File: config.mk
export PLATFORM = sky130hd
export DESIGN_NAME = mem_stage_lsu
export DESIGN_NICKNAME = d
export VERILOG_FILES = /design/src/rtl/mem_stage_lsu_pkg.sv /design/src/rtl/mem_stage_lsu_load_align.sv /design/src/rtl/mem_stage_lsu.sv
export SDC_FILE = /design/constraint.sdc
export NUM_CORES = 1
export LEC_CHECK = 0
export CAP_MARGIN = 40
export CORE_ASPECT_RATIO = 1.2
export CORE_MARGIN = 4
export CORE_UTILIZATION = 42
export DETAILED_ROUTE_END_ITERATION = 7
export HOLD_SLACK_MARGIN = 0.08
export PLACE_DENSITY = 0.9
export SLEW_MARGIN = 20
export SYNTH_ARGS = -nofsm -noshare
export SYNTH_HDL_FRONTEND = slang
export SYNTH_SLANG_ARGS = --single-unit
export TNS_END_PERCENT = 5
File: constraint.sdc
create_clock -name clk -period 6.3 [get_ports clk]
set_clock_uncertainty 0.1 [all_clocks]
set_input_delay 0.63 -clock clk [delete_from_list [all_inputs] [get_ports clk]]
set_output_delay 0.63 -clock clk [all_outputs]
set_load 0.05 [all_outputs]
File: src/rtl/mem_stage_lsu_pkg.sv
// mem_stage_lsu_pkg
//   Shared definitions for the memory stage: bus widths, load_op encodings
//   and the field layout of the execute->memory, memory->writeback and
//   memory->decode forwarding buses (bit offsets follow from the packed
//   struct field order, MSB first).
package mem_stage_lsu_pkg;

  localparam int ES_TO_MS_BUS_WD = 110;
  localparam int MS_TO_WS_BUS_WD = 70;
  localparam int MS_TO_DS_FWD_WD = 39;

  typedef enum logic [2:0] {
    LOAD_B   = 3'b000,
    LOAD_H   = 3'b001,
    LOAD_W   = 3'b010,
    LOAD_LWL = 3'b011,
    LOAD_LWR = 3'b100
  } load_op_e;

  // [109:78] rt_value, [77] mem_req, [76] res_from_mem, [75] load_sign,
  // [74:72] load_op, [71:70] addr_lo, [69] gr_we, [68:64] dest,
  // [63:32] alu_result, [31:0] pc
  typedef struct packed {
    logic [31:0] rt_value;
    logic        mem_req;
    logic        res_from_mem;
    logic        load_sign;
    logic [2:0]  load_op;
    logic [1:0]  addr_lo;
    logic        gr_we;
    logic [4:0]  dest;
    logic [31:0] alu_result;
    logic [31:0] pc;
  } es_to_ms_t;

  // [69] gr_we, [68:64] dest, [63:32] final_result, [31:0] pc
  typedef struct packed {
    logic        gr_we;
    logic [4:0]  dest;
    logic [31:0] final_result;
    logic [31:0] pc;
  } ms_to_ws_t;

  // [38] fwd_valid, [37] fwd_blocked, [36:32] dest, [31:0] final_result
  typedef struct packed {
    logic        fwd_valid;
    logic        fwd_blocked;
    logic [4:0]  dest;
    logic [31:0] final_result;
  } ms_to_ds_fwd_t;

endpackage

File: src/rtl/mem_stage_lsu_load_align.sv
// load_align
//   Combinational load data extraction: byte/half select with sign or zero
//   extension, word pass-through, and (when MS_UNALIGNED_LOAD_EN is defined)
//   LWL/LWR merging with the old register value. Without the macro, LWL/LWR
//   behave as word loads and rt_value is ignored.
// Ports:
//   load_op    in  3   load kind (see load_op_e)
//   load_sign  in  1   sign-extend byte/half
//   addr_lo    in  2   byte offset within the word
//   rdata      in  32  read data word
//   rt_value   in  32  old destination value, used by LWL/LWR
//   load_value out 32  value to write back
module load_align
  import mem_stage_lsu_pkg::*;
(
  input  logic [2:0]  load_op,
  input  logic        load_sign,
  input  logic [1:0]  addr_lo,
  input  logic [31:0] rdata,
  input  logic [31:0] rt_value,
  output logic [31:0] load_value
);

  logic [31:0] w_shifted;

  assign w_shifted = rdata >> {addr_lo, 3'b000};

`ifndef MS_UNALIGNED_LOAD_EN
  logic w_unused_rt;
  assign w_unused_rt = ^rt_value;
`endif

  always_comb begin
    load_value = rdata;
    case (load_op)
      LOAD_B: load_value = {{24{load_sign & w_shifted[7]}}, w_shifted[7:0]};
      LOAD_H: load_value = {{16{load_sign & w_shifted[15]}}, w_shifted[15:0]};
`ifdef MS_UNALIGNED_LOAD_EN
      LOAD_LWL: begin
        case (addr_lo)
          2'd0:    load_value = {rdata[7:0],  rt_value[23:0]};
          2'd1:    load_value = {rdata[15:0], rt_value[15:0]};
          2'd2:    load_value = {rdata[23:0], rt_value[7:0]};
          default: load_value = rdata;
        endcase
      end
      LOAD_LWR: begin
        case (addr_lo)
          2'd0:    load_value = rdata;
          2'd1:    load_value = {rt_value[31:24], rdata[31:8]};
          2'd2:    load_value = {rt_value[31:16], rdata[31:16]};
          default: load_value = {rt_value[31:8],  rdata[31:24]};
        endcase
      end
`endif
      default: load_value = rdata;
    endcase
  end

endmodule

File: src/rtl/mem_stage_lsu.sv
// mem_stage_lsu
//   Memory stage of the in-order pipeline. Holds one instruction, waits for
//   the data-SRAM read response of an issued load, buffers that response if
//   writeback is stalled, and produces the writeback and forwarding buses.
//   Optional feature: MS_UNALIGNED_LOAD_EN enables LWL/LWR merging (inside
//   load_align).
// Ports:
//   clk, reset            clock, synchronous active-high reset
//   ws_allowin            in   writeback can accept this cycle
//   ms_allowin            out  this stage can accept from execute
//   es_to_ms_valid/_bus   in   instruction from execute (110 bits)
//   ms_to_ws_valid/_bus   out  instruction to writeback (70 bits)
//   ms_to_ds_fwd_bus      out  forwarding / load-use stall info (39 bits)
//   data_sram_data_ok     in   read response strobe
//   data_sram_rdata       in   read response data
module mem_stage_lsu
  import mem_stage_lsu_pkg::*;
(
  input  logic                       clk,
  input  logic                       reset,
  input  logic                       ws_allowin,
  output logic                       ms_allowin,
  input  logic                       es_to_ms_valid,
  input  logic [ES_TO_MS_BUS_WD-1:0] es_to_ms_bus,
  output logic                       ms_to_ws_valid,
  output logic [MS_TO_WS_BUS_WD-1:0] ms_to_ws_bus,
  output logic [MS_TO_DS_FWD_WD-1:0] ms_to_ds_fwd_bus,
  input  logic                       data_sram_data_ok,
  input  logic [31:0]                data_sram_rdata
);

  logic          r_ms_valid;
  es_to_ms_t     r_bus;
  logic [31:0]   r_rdata_buf;
  logic          r_rdata_buf_valid;

  logic          w_ms_ready_go;
  logic          w_leave;
  logic          w_capture;
  logic [31:0]   w_rdata;
  logic [31:0]   w_load_value;
  logic [31:0]   w_final_result;
  ms_to_ws_t     w_ws_bus;
  ms_to_ds_fwd_t w_fwd_bus;

  assign w_ms_ready_go  = !r_bus.mem_req || data_sram_data_ok || r_rdata_buf_valid;
  assign ms_allowin     = !r_ms_valid || (w_ms_ready_go && ws_allowin);
  assign ms_to_ws_valid = r_ms_valid && w_ms_ready_go;
  assign w_leave        = ms_to_ws_valid && ws_allowin;

  // Only the first response is kept; a repeated strobe while the buffer is
  // full must not overwrite the data already presented to writeback.
  assign w_capture = r_ms_valid && r_bus.mem_req && data_sram_data_ok
                     && !ws_allowin && !r_rdata_buf_valid;

  always_ff @(posedge clk) begin
    if (reset) begin
      r_ms_valid        <= 1'b0;
      r_rdata_buf_valid <= 1'b0;
    end else begin
      if (ms_allowin) begin
        r_ms_valid <= es_to_ms_valid;
      end
      if (w_leave) begin
        r_rdata_buf_valid <= 1'b0;
      end else if (w_capture) begin
        r_rdata_buf_valid <= 1'b1;
      end
    end
  end

  always_ff @(posedge clk) begin
    if (es_to_ms_valid && ms_allowin) begin
      r_bus <= es_to_ms_bus;
    end
    if (w_capture) begin
      r_rdata_buf <= data_sram_rdata;
    end
  end

  assign w_rdata = r_rdata_buf_valid ? r_rdata_buf : data_sram_rdata;

  load_align u_load_align (
    .load_op    (r_bus.load_op),
    .load_sign  (r_bus.load_sign),
    .addr_lo    (r_bus.addr_lo),
    .rdata      (w_rdata),
    .rt_value   (r_bus.rt_value),
    .load_value (w_load_value)
  );

  assign w_final_result = r_bus.res_from_mem ? w_load_value : r_bus.alu_result;

  always_comb begin
    w_ws_bus.gr_we        = r_bus.gr_we;
    w_ws_bus.dest         = r_bus.dest;
    w_ws_bus.final_result = w_final_result;
    w_ws_bus.pc           = r_bus.pc;

    w_fwd_bus.fwd_valid    = r_ms_valid && r_bus.gr_we;
    w_fwd_bus.fwd_blocked  = r_bus.res_from_mem && !w_ms_ready_go;
    w_fwd_bus.dest         = r_bus.dest;
    w_fwd_bus.final_result = w_final_result;
  end

  assign ms_to_ws_bus     = w_ws_bus;
  assign ms_to_ds_fwd_bus = w_fwd_bus;

endmodule

## After elaboration in Yosys (flattened, before gate mapping)

Cells that the tools add are included.

| storage, ports and cells | value |
|---|---|
| output and inout port bits | 111 |
| flip-flop bits (word level) | 112 |

| cells by class | value |
|---|---|
| bitwise gates (word level) | 2 |
| equality and inequality tests | 1 |
| shift operators | 1 |
| reduce and logical (&&, ||, !) cells | 20 |
| multiplexer cells | 3 |

Operator list:

| kind | number |
|---|---|
| two-way mux 32 bit | 2 |
| one-hot mux 32 bit (2 select lines) | 1 |
| right shift 32 x 5 -> 16 bit | 1 |
| logical AND 1 bit | 10 |
| logical NOT 1 bit | 5 |
| equality test 3 x 1 -> 1 bit (second input constant) | 1 |
| logical NOT 3 bit | 1 |
| logical OR 1 bit | 3 |
| bitwise AND 1 bit | 2 |
| OR reduction 2 bit | 1 |

## Longest topological paths before layout

Gate-level depths: netlist of run 1.

| logic depth | value |
|---|---|
| depth after elaboration | 6 |
| depth in mapped cells | 8 |

## By module

From an unflattened synthesis of run 1, not the netlist that was laid out.

| second synthesis, totals | value |
|---|---|
| cells, all modules | 422 |
| area, all modules | 6,769.0 µm² |

By module, submodules not included:

| module | area each (µm²) | cells each | times used | sequential area each (µm²) |
|---|---|---|---|---|
| mem_stage_lsu | 6,023.3 | 306 | 1 | 4,304.1 |
| load_align | 745.7 | 116 | 1 | 0.0 |

## Worst setup path before layout of run 1

No wires, ideal clock.

| timing | value |
|---|---|
| path kind | reg-to-reg |
| from | register r_rdata_buf_valid |
| to | register r_bus, in the netlist ms_to_ds_fwd_bus[32], enable pin |
| stages on the path, launching flop included | 6 |
| slack | 0.942 ns |
| data required time | 5.660 ns |
| data arrival time | 4.718 ns |
| setup time | 0.540 ns |
| clock period less this slack | 5.358 ns |
| path buffers | 2 |
| cells stage by stage | dfxtp_1 -> buf_6 -> buf_2 -> nand2b_1 -> o21ai_0 -> a21oi_1 |

| on the way | value |
|---|---|
| word-level cells in the longest chain between the ends | 4 |

Ends and longest elaborated chain:

| element | line | text |
|---|---|---|
| from (decl) | mem_stage_lsu.sv:35 | `logic r_rdata_buf_valid;` |
| from (signal assigned) | mem_stage_lsu.sv:59 | `r_rdata_buf_valid <= 1'b0;` |
| from (signal assigned) | mem_stage_lsu.sv:65 | `r_rdata_buf_valid <= 1'b0;` |
| from (signal assigned) | mem_stage_lsu.sv:67 | `r_rdata_buf_valid <= 1'b1;` |
| logical OR 1 bit | mem_stage_lsu.sv:46 | `assign w_ms_ready_go = !r_bus.mem_req \|\| data_sram_data_ok \|\| r_rdata_buf_valid;` |
| logical AND 1 bit | mem_stage_lsu.sv:47 | `assign ms_allowin = !r_ms_valid \|\| (w_ms_ready_go && ws_allowin);` |
| logical OR 1 bit | mem_stage_lsu.sv:47 |  |
| logical AND 1 bit | mem_stage_lsu.sv:73 | `if (es_to_ms_valid && ms_allowin) begin` |
| to (signal assigned) | mem_stage_lsu.sv:74 | `r_bus <= es_to_ms_bus;` |
| to (decl) | mem_stage_lsu.sv:33 | `es_to_ms_t r_bus;` |

Every way passes these cells.
A chain may end at the register's enable or synchronous reset.

## Worst setup path in the final report of run 1

| timing | value |
|---|---|
| from | register r_bus[71] (netlist name) |
| to | output ms_to_ds_fwd_bus[21] |

| on the way | value |
|---|---|
| word-level cells in the longest chain between the ends | 4 |

Ends and longest elaborated chain:

| element | line | text |
|---|---|---|
| right shift 32 x 5 -> 16 bit * | mem_stage_lsu_load_align.sv:26 | `assign w_shifted = rdata >> {addr_lo, 3'b000};` |
| bitwise AND 1 bit, on equally long branches | mem_stage_lsu_load_align.sv:37, mem_stage_lsu_load_align.sv:36 |  |
| one-hot mux 32 bit (2 select lines) * | mem_stage_lsu_load_align.sv:35 | `case (load_op)` |
| two-way mux 32 bit * | mem_stage_lsu.sv:92 | `assign w_final_result = r_bus.res_from_mem ? w_load_value : r_bus.alu_result;` |
| to (decl) | mem_stage_lsu.sv:27 | `output logic [MS_TO_DS_FWD_WD-1:0] ms_to_ds_fwd_bus,` |

Mark *: on every way between the ends. The rest lies on a longest branch, timed or not.

==> reports/results.txt, run 1 <==
R2R cell count -> 5
Top post-synthesis cells by area -> edfxtp_1, buf_4, mux2_2
Total track usage -> 0.199
DRT Pass-1 Iters -> 4
Final Setup Violations -> 0
CTS Buf Count -> 9
Fill cells -> 967
Reg area -> 3340 um2
NumNets Final -> 691
Required @ worst endpoint -> 5.57 ns
Post-layout util -> 0.601
Worst Hold Path Cells -> 2
Port buffer count -> 225
Syn avg cell area -> 13.8 um2
First-pass GRT wire length -> 23.1 mm
Leak pwr -> 2.66 nW
Mapped Area -> 5510 um2
Status -> finished, final reports clean
H-Tree Depth -> 3
Skew-Pair Late Insertion Delay -> 0.35 ns
Ports -> 258
Setup slack after layout -> 1.80 ns
Syn Inst Count -> 400
Initial Util -> 0.431
Setup Crit Path Kind -> reg2out
Ant. Diodes -> 0
Design area -> 7680 um2
Dpl cell area -> 7360 um2
Initial antenna violation count -> 0
Final TNS setup -> 0 ns
Post-synth EDFFs -> 110
Syn. warnings -> 0
VDD IR-drop max -> 154 uV
#FFs+latches synth -> 112
Post-synth top area share -> 0.599
Crit end category -> output port
Via-per-instance ratio -> 5.26
Post-Place Setup Slack -> 2.14 ns
Slew headroom -> 0.488
DR iter-0 viols -> 175
RSZ-0062 raised after global routing -> no
Core box area -> 12800 um2
Total global routing overflow -> 0
Critical path fanouts, max -> 16
Post-synth top cells -> edfxtp_1, buf_4, nor2_1, nand2_1, mux2_2
CTS sink cnt -> 112
DR vias -> 3745
Share of cells above drive strength 1 -> 0.135
DIE WIDTH -> 113 um
Antenna-violating nets left -> 0
Design Power -> 0.00203 W
CTS root buf -> clkbuf_16
CP startpoint kind -> register
CTS clk-pin slew, worst paths -> 0.07 ns
Final hold violation count -> 0
Final Max Slew Viols -> 0
Combined area of the multi-input logic cells -> 1480 um2
Post-cts gate resize count -> 0
Post-synth net total -> 547
Hold WC Path Type -> reg2reg
Row cnt -> 45
Postcts setup bufs -> 0
Ys async rst share -> 0
Vias in the first global route -> 4144
# Max-Cap Violations -> 0
Most frequent cell after synthesis -> edfxtp_1
Power per cell area -> 265 nW/um2
Count of cell types in the netlist -> 37
Ys flop type -> edfxtp_1
Die height -> 133 um
DRC viols -> 0
Worst slew pin tran -> 0.766 ns
Clock buffer depth -> 2
Critical path arrival -> 3.77 ns
Seq/Total Area, Yosys -> 0.607
Yosys top cell by area -> edfxtp_1
Die ar. -> 15000 um2
Final WL -> 15.0 mm
Final min period -> 4.50 ns
Max Clock Freq -> 222 MHz
Routed wire per std cell -> 21.0 um
Post-DP HPWL -> 11.2 mm
GP Congestion -> 0.836
Final period util -> 0.714
Largest net degree at the start of global routing -> 65
Cts hold-fix bufs -> 0
Synth-to-layout area growth -> 39.4%
CTS tree -> done
-- final timing paths --
path / slack [ns] / startpoint / end
setup reg to reg: 4.00 / r_rdata_buf_valid / ms_to_ws_bus[27]
hold / removal: 0.49 / r_ms_valid / r_ms_valid
hold reg to reg: 0.49 / r_ms_valid / r_ms_valid
setup / recovery: 1.80 / r_bus[71] / ms_to_ds_fwd_bus[21]
-- metrics by stage --
step | hold WS, ns | cells
detailed placement | 0.477 | 696
global route | 0.521 | 712
finish | 0.490 | 712
CTS | 0.491 | 711
floorplan | 0.433 | 400
global placement | 0.444 | 694
-- flip-flops by register name (all words and copies together), names as in the netlist --
name,flops
r_bus,40
r_rdata_buf_valid,1
ms_to_ws_bus,33
ms_to_ds_fwd_bus,5
r_ms_valid,1
r_rdata_buf,32
-- critical path, cell delays in order, from the launching register on --
cell and delay, ns:
edfxtp_1 0.70, nor2b_1 0.70, a222oi_1 0.29, nand3b_4 0.37
a41oi_1 0.46, clkdlybuf4s50_1 0.89
-- cells in the final DEF, fill, tap and decap left out, types with 2 or more instances in the layout --
master	instances
mux2i_1	3
nand2_1	29
a21oi_1	8
clkbuf_16	9
o21a_1	2
a41oi_2	8
mux4_2	7
nand2b_1	3
clkdlybuf4s50_1	225
a22oi_1	9
nor2_1	36
edfxtp_1	110
inv_1	3
and2_1	4
mux2_4	2
buf_4	5
bufinv_16	2
o2bb2ai_1	5
or2_2	2
a41oi_1	11
buf_12	2
inv_6	2
a22o_1	11
mux2_2	28
nor2b_1	2
a31oi_1	5
-- layer usage --
metal	share of wire	GRT usage	wire length [um]	vias up
li1	-	-	-	1711
met1	0.37	0.231	5500	1853
met5	0	0	0	-
met2	0.54	0.346	8110	164
met4	0.022	0.0708	323	0
met3	0.069	0.0609	1030	17
-- report_power, final --
part / internal, W / switching (W)
combinational: 0.000206 / 0.000332
clock: 0.000350 / 0.000273
sequential: 0.000859 / 0.0000154
total: 0.00141 / 0.000620
-- logic make-up (layout without fill, tap and decap cells) --
logic type	count (synthesis)	after routing	synth area share
AND/OR/NAND/NOR	79	79	0.0627
multiplexers	40	40	0.0967
flip-flops	112	112	0.607
AO/OA/AOI/OAI	67	67	0.105
buffers and inverters	102	250	0.129
-- area by class of cell --
class,instances,share of cell area
Sequential cell,112,0.435
Timing Repair Buffer,232,0.303
Multi-Input combinational cell,186,0.192
Clock buffer,9,0.0293
Tap cell,164,0.0267
Clock inverter,6,0.0119
Inverter,3,0.00147
(Power assumes the default switching activity.)
==> run 2: changes to the inputs <==
- clock period: 6.3 -> 4.5 ns (I/O delays scaled with it)
==> run 2 against run 1 <==
Largest power group unchanged. Hold slack better by 0.040 ns. Count of clock-buffer cells in the layout is the same. Combinational power grew 40%. Critical path depth rose by 1. Global-route usage decreased by 0.29 points. Critical path type unchanged. Largest cell class unchanged. First-iteration DRC count grew 6.9%. Register-to-register slack got worse by 2.3 ns.
==> reports/results.txt, run 2 (same netlist as run 1, synthesis figures left out) <==
Reg with most FFs -> r_bus
Fill cells -> 996 (+3.0%)
Final WL -> 14.7 mm (-1.9%)
Gr busiest metal -> met2
Synth-to-layout area growth -> 38.8%
Setup slack after layout -> 0.490 ns (-1.31 ns)
Status -> finished, final reports clean
Int Pwr -> 0.00187 W (+32%)
Final TNS setup -> 0 ns (unchanged)
Reg-to-reg setup timing slack -> 1.74 ns (-2.26 ns)
Clk network pwr share -> 0.276 (-0.030)
Commonest non-fill, non-tap cell in the layout -> clkdlybuf4s50_1
Antenna-violating nets left -> 0 (unchanged)
VDD IR-drop max -> 184 uV (+19%)
Max Clock Freq -> 249 MHz
Met2 Usage GRT -> 0.341 (-0.00428)
DR vias -> 3688 (-1.5%)
R2R cell count -> 6 (+1)
CP startpoint kind -> register
Postcts setup bufs -> 0 (unchanged)
Ports -> 258 (unchanged)
Final period util -> 0.891
GP Congestion -> 0.785 (-6.1%)
Via-per-instance ratio -> 5.17 (-1.8%)
# Max-Cap Violations -> 0 (unchanged)
Sw frac -> 0.315 (+0.00995)
Die ar. -> 15000 um2 (unchanged)
Worst Hold Path Cells -> 2 (unchanged)
Hold Crit Endpoint -> r_ms_valid
Cts hold-fix bufs -> 0 (unchanged)
Total track usage -> 0.196 (-0.00289)
Total global routing overflow -> 0 (unchanged)
Setup Crit Path Kind -> reg2out
Largest net degree at the start of global routing -> 65 (unchanged)
Met1 Use GR -> 0.224 (-0.00701)
Post-DP HPWL -> 11.2 mm (-0.11%)
Sequential share of power -> 0.448 (+0.018)
Vias in the first global route -> 3992 (-3.7%)
DIE WIDTH -> 113 um (unchanged)
Initial antenna violation count -> 0 (unchanged)
Met3 Use GR -> 0.0541 (-0.00682)
Leak pwr -> 2.64 nW (-0.67%)
H-Tree Depth -> 3 (unchanged)
Critical path arrival -> 3.46 ns (-0.31 ns)
First-pass GRT wire length -> 22.7 mm (-2.0%)
Port buffer count -> 225 (unchanged)
Hold WC Path Type -> reg2reg
Share of cells above drive strength 1 -> 0.140 (+0.00496)
Critical path fanouts, max -> 15 (-1)
Initial Util -> 0.431 (unchanged)
Slew headroom -> 0.551 (+0.0630)
DR iter-0 viols -> 187 (+6.9%)
Crit end category -> output port
Final Max Slew Viols -> 0 (unchanged)
Reg2reg end -> r_bus[57]
DRT Pass-1 Iters -> 4 (unchanged)
Routed wire per std cell -> 20.6 um (-2.2%)
Psw -> 0.000860 W (+39%)
CTS root buf -> clkbuf_16
CTS tree -> done
Core box area -> 12800 um2 (unchanged)
Post-cts gate resize count -> 0 (unchanged)
Comb pwr share -> 0.276 (+0.012)
NumNets Final -> 692 (+0.14%)
Final hold violation count -> 0 (unchanged)
Power per cell area -> 357 nW/um2 (+35%)
Clock buffer depth -> 2 (unchanged)
Post-Place Setup Slack -> 0.821 ns (-1.32 ns)
Hold Slack -> 0.530 ns (+0.0398 ns)
Skew-Pair Late Insertion Delay -> 0.35 ns (about the same)
CTS clk-pin slew, worst paths -> 0.08 ns (about the same)
RSZ-0062 raised after global routing -> no
DRC viols -> 0 (unchanged)
Max FFs per register -> 40 (unchanged)
Required @ worst endpoint -> 3.95 ns (-1.62 ns)
CTS Buf Count -> 9 (unchanged)
Most frequent cells in the layout -> clkdlybuf4s50_1, edfxtp_1, nor2_1
Final min period -> 4.01 ns
RR Startpoint -> r_rdata_buf_valid
Ant. Diodes -> 0 (unchanged)
Row cnt -> 45 (unchanged)
Die height -> 133 um (unchanged)
Final Setup Violations -> 0 (unchanged)
Worst slew pin tran -> 0.673 ns (-0.0930 ns)
CTS sink cnt -> 112 (unchanged)
HP Start -> r_ms_valid
## run 2: through the flow
step	cells	cell area [um2]	power, W	util
floorplan	400	5510	0.00176	-
global placement	697	7350	0.00199	0.575
detailed placement	698	7370	0.00200	0.577
CTS	714	7650	0.00276	0.599
global route	714	7650	0.00283	0.599
finish	714	7650	0.00273	0.599
## run 2: layer usage
layer | part of all wire | wire length (um) | up-vias
li1 | - | - | 1711
met1 | 0.37 | 5440 | 1761
met2 | 0.52 | 7710 | 187
met3 | 0.074 | 1090 | 29
met4 | 0.031 | 448 | 0
met5 | 0 | 0 | -
## run 2: cell type report
cell class / instances / area [um2] / area share
Clock buffer: 9 / 225 / 0.0294
Inverter: 3 / 11.3 / 0.00147
Sequential cell: 112 / 3340 / 0.437
Tap cell: 164 / 205 / 0.0268
Clock inverter: 7 / 53.8 / 0.00703
Timing Repair Buffer: 233 / 2330 / 0.305
Multi-Input combinational cell: 186 / 1480 / 0.193
## run 2: worst max-delay path by stage
stage                                   start                   end  slack (ns)  cells after the start
after floorplan             r_rdata_buf_valid  ms_to_ds_fwd_bus[32]        0.88                      5
after global placement    data_sram_rdata[31]      ms_to_ws_bus[54]        0.89                      7
after detailed placement  data_sram_rdata[31]      ms_to_ws_bus[54]        0.82                      7
after CTS                           r_bus[70]      ms_to_ws_bus[54]        0.51                      6
after global routing                r_bus[70]      ms_to_ws_bus[54]        0.36                      6
final                               r_bus[70]      ms_to_ws_bus[54]        0.49                      6
## run 2: worst max-delay path, stage by stage, from the launching register on
cell and delay, ns:
edfxtp_1 0.66, nor2b_1 0.57, o2bb2ai_1 0.24, o21ai_2 0.24, buf_12 0.23, a41oi_1 0.30
clkdlybuf4s50_1 0.87
## run 2: power by group through the flow
stage          clock (W)  sequential (W)  combinational (W)
2_1_floorplan          0         0.00124           0.000517
3_3_place_gp           0         0.00125           0.000742
3_5_place_dp           0         0.00125           0.000756
4_1_cts         0.000772         0.00122           0.000759
5_1_grt         0.000817         0.00123           0.000785
6_report        0.000755         0.00122           0.000753
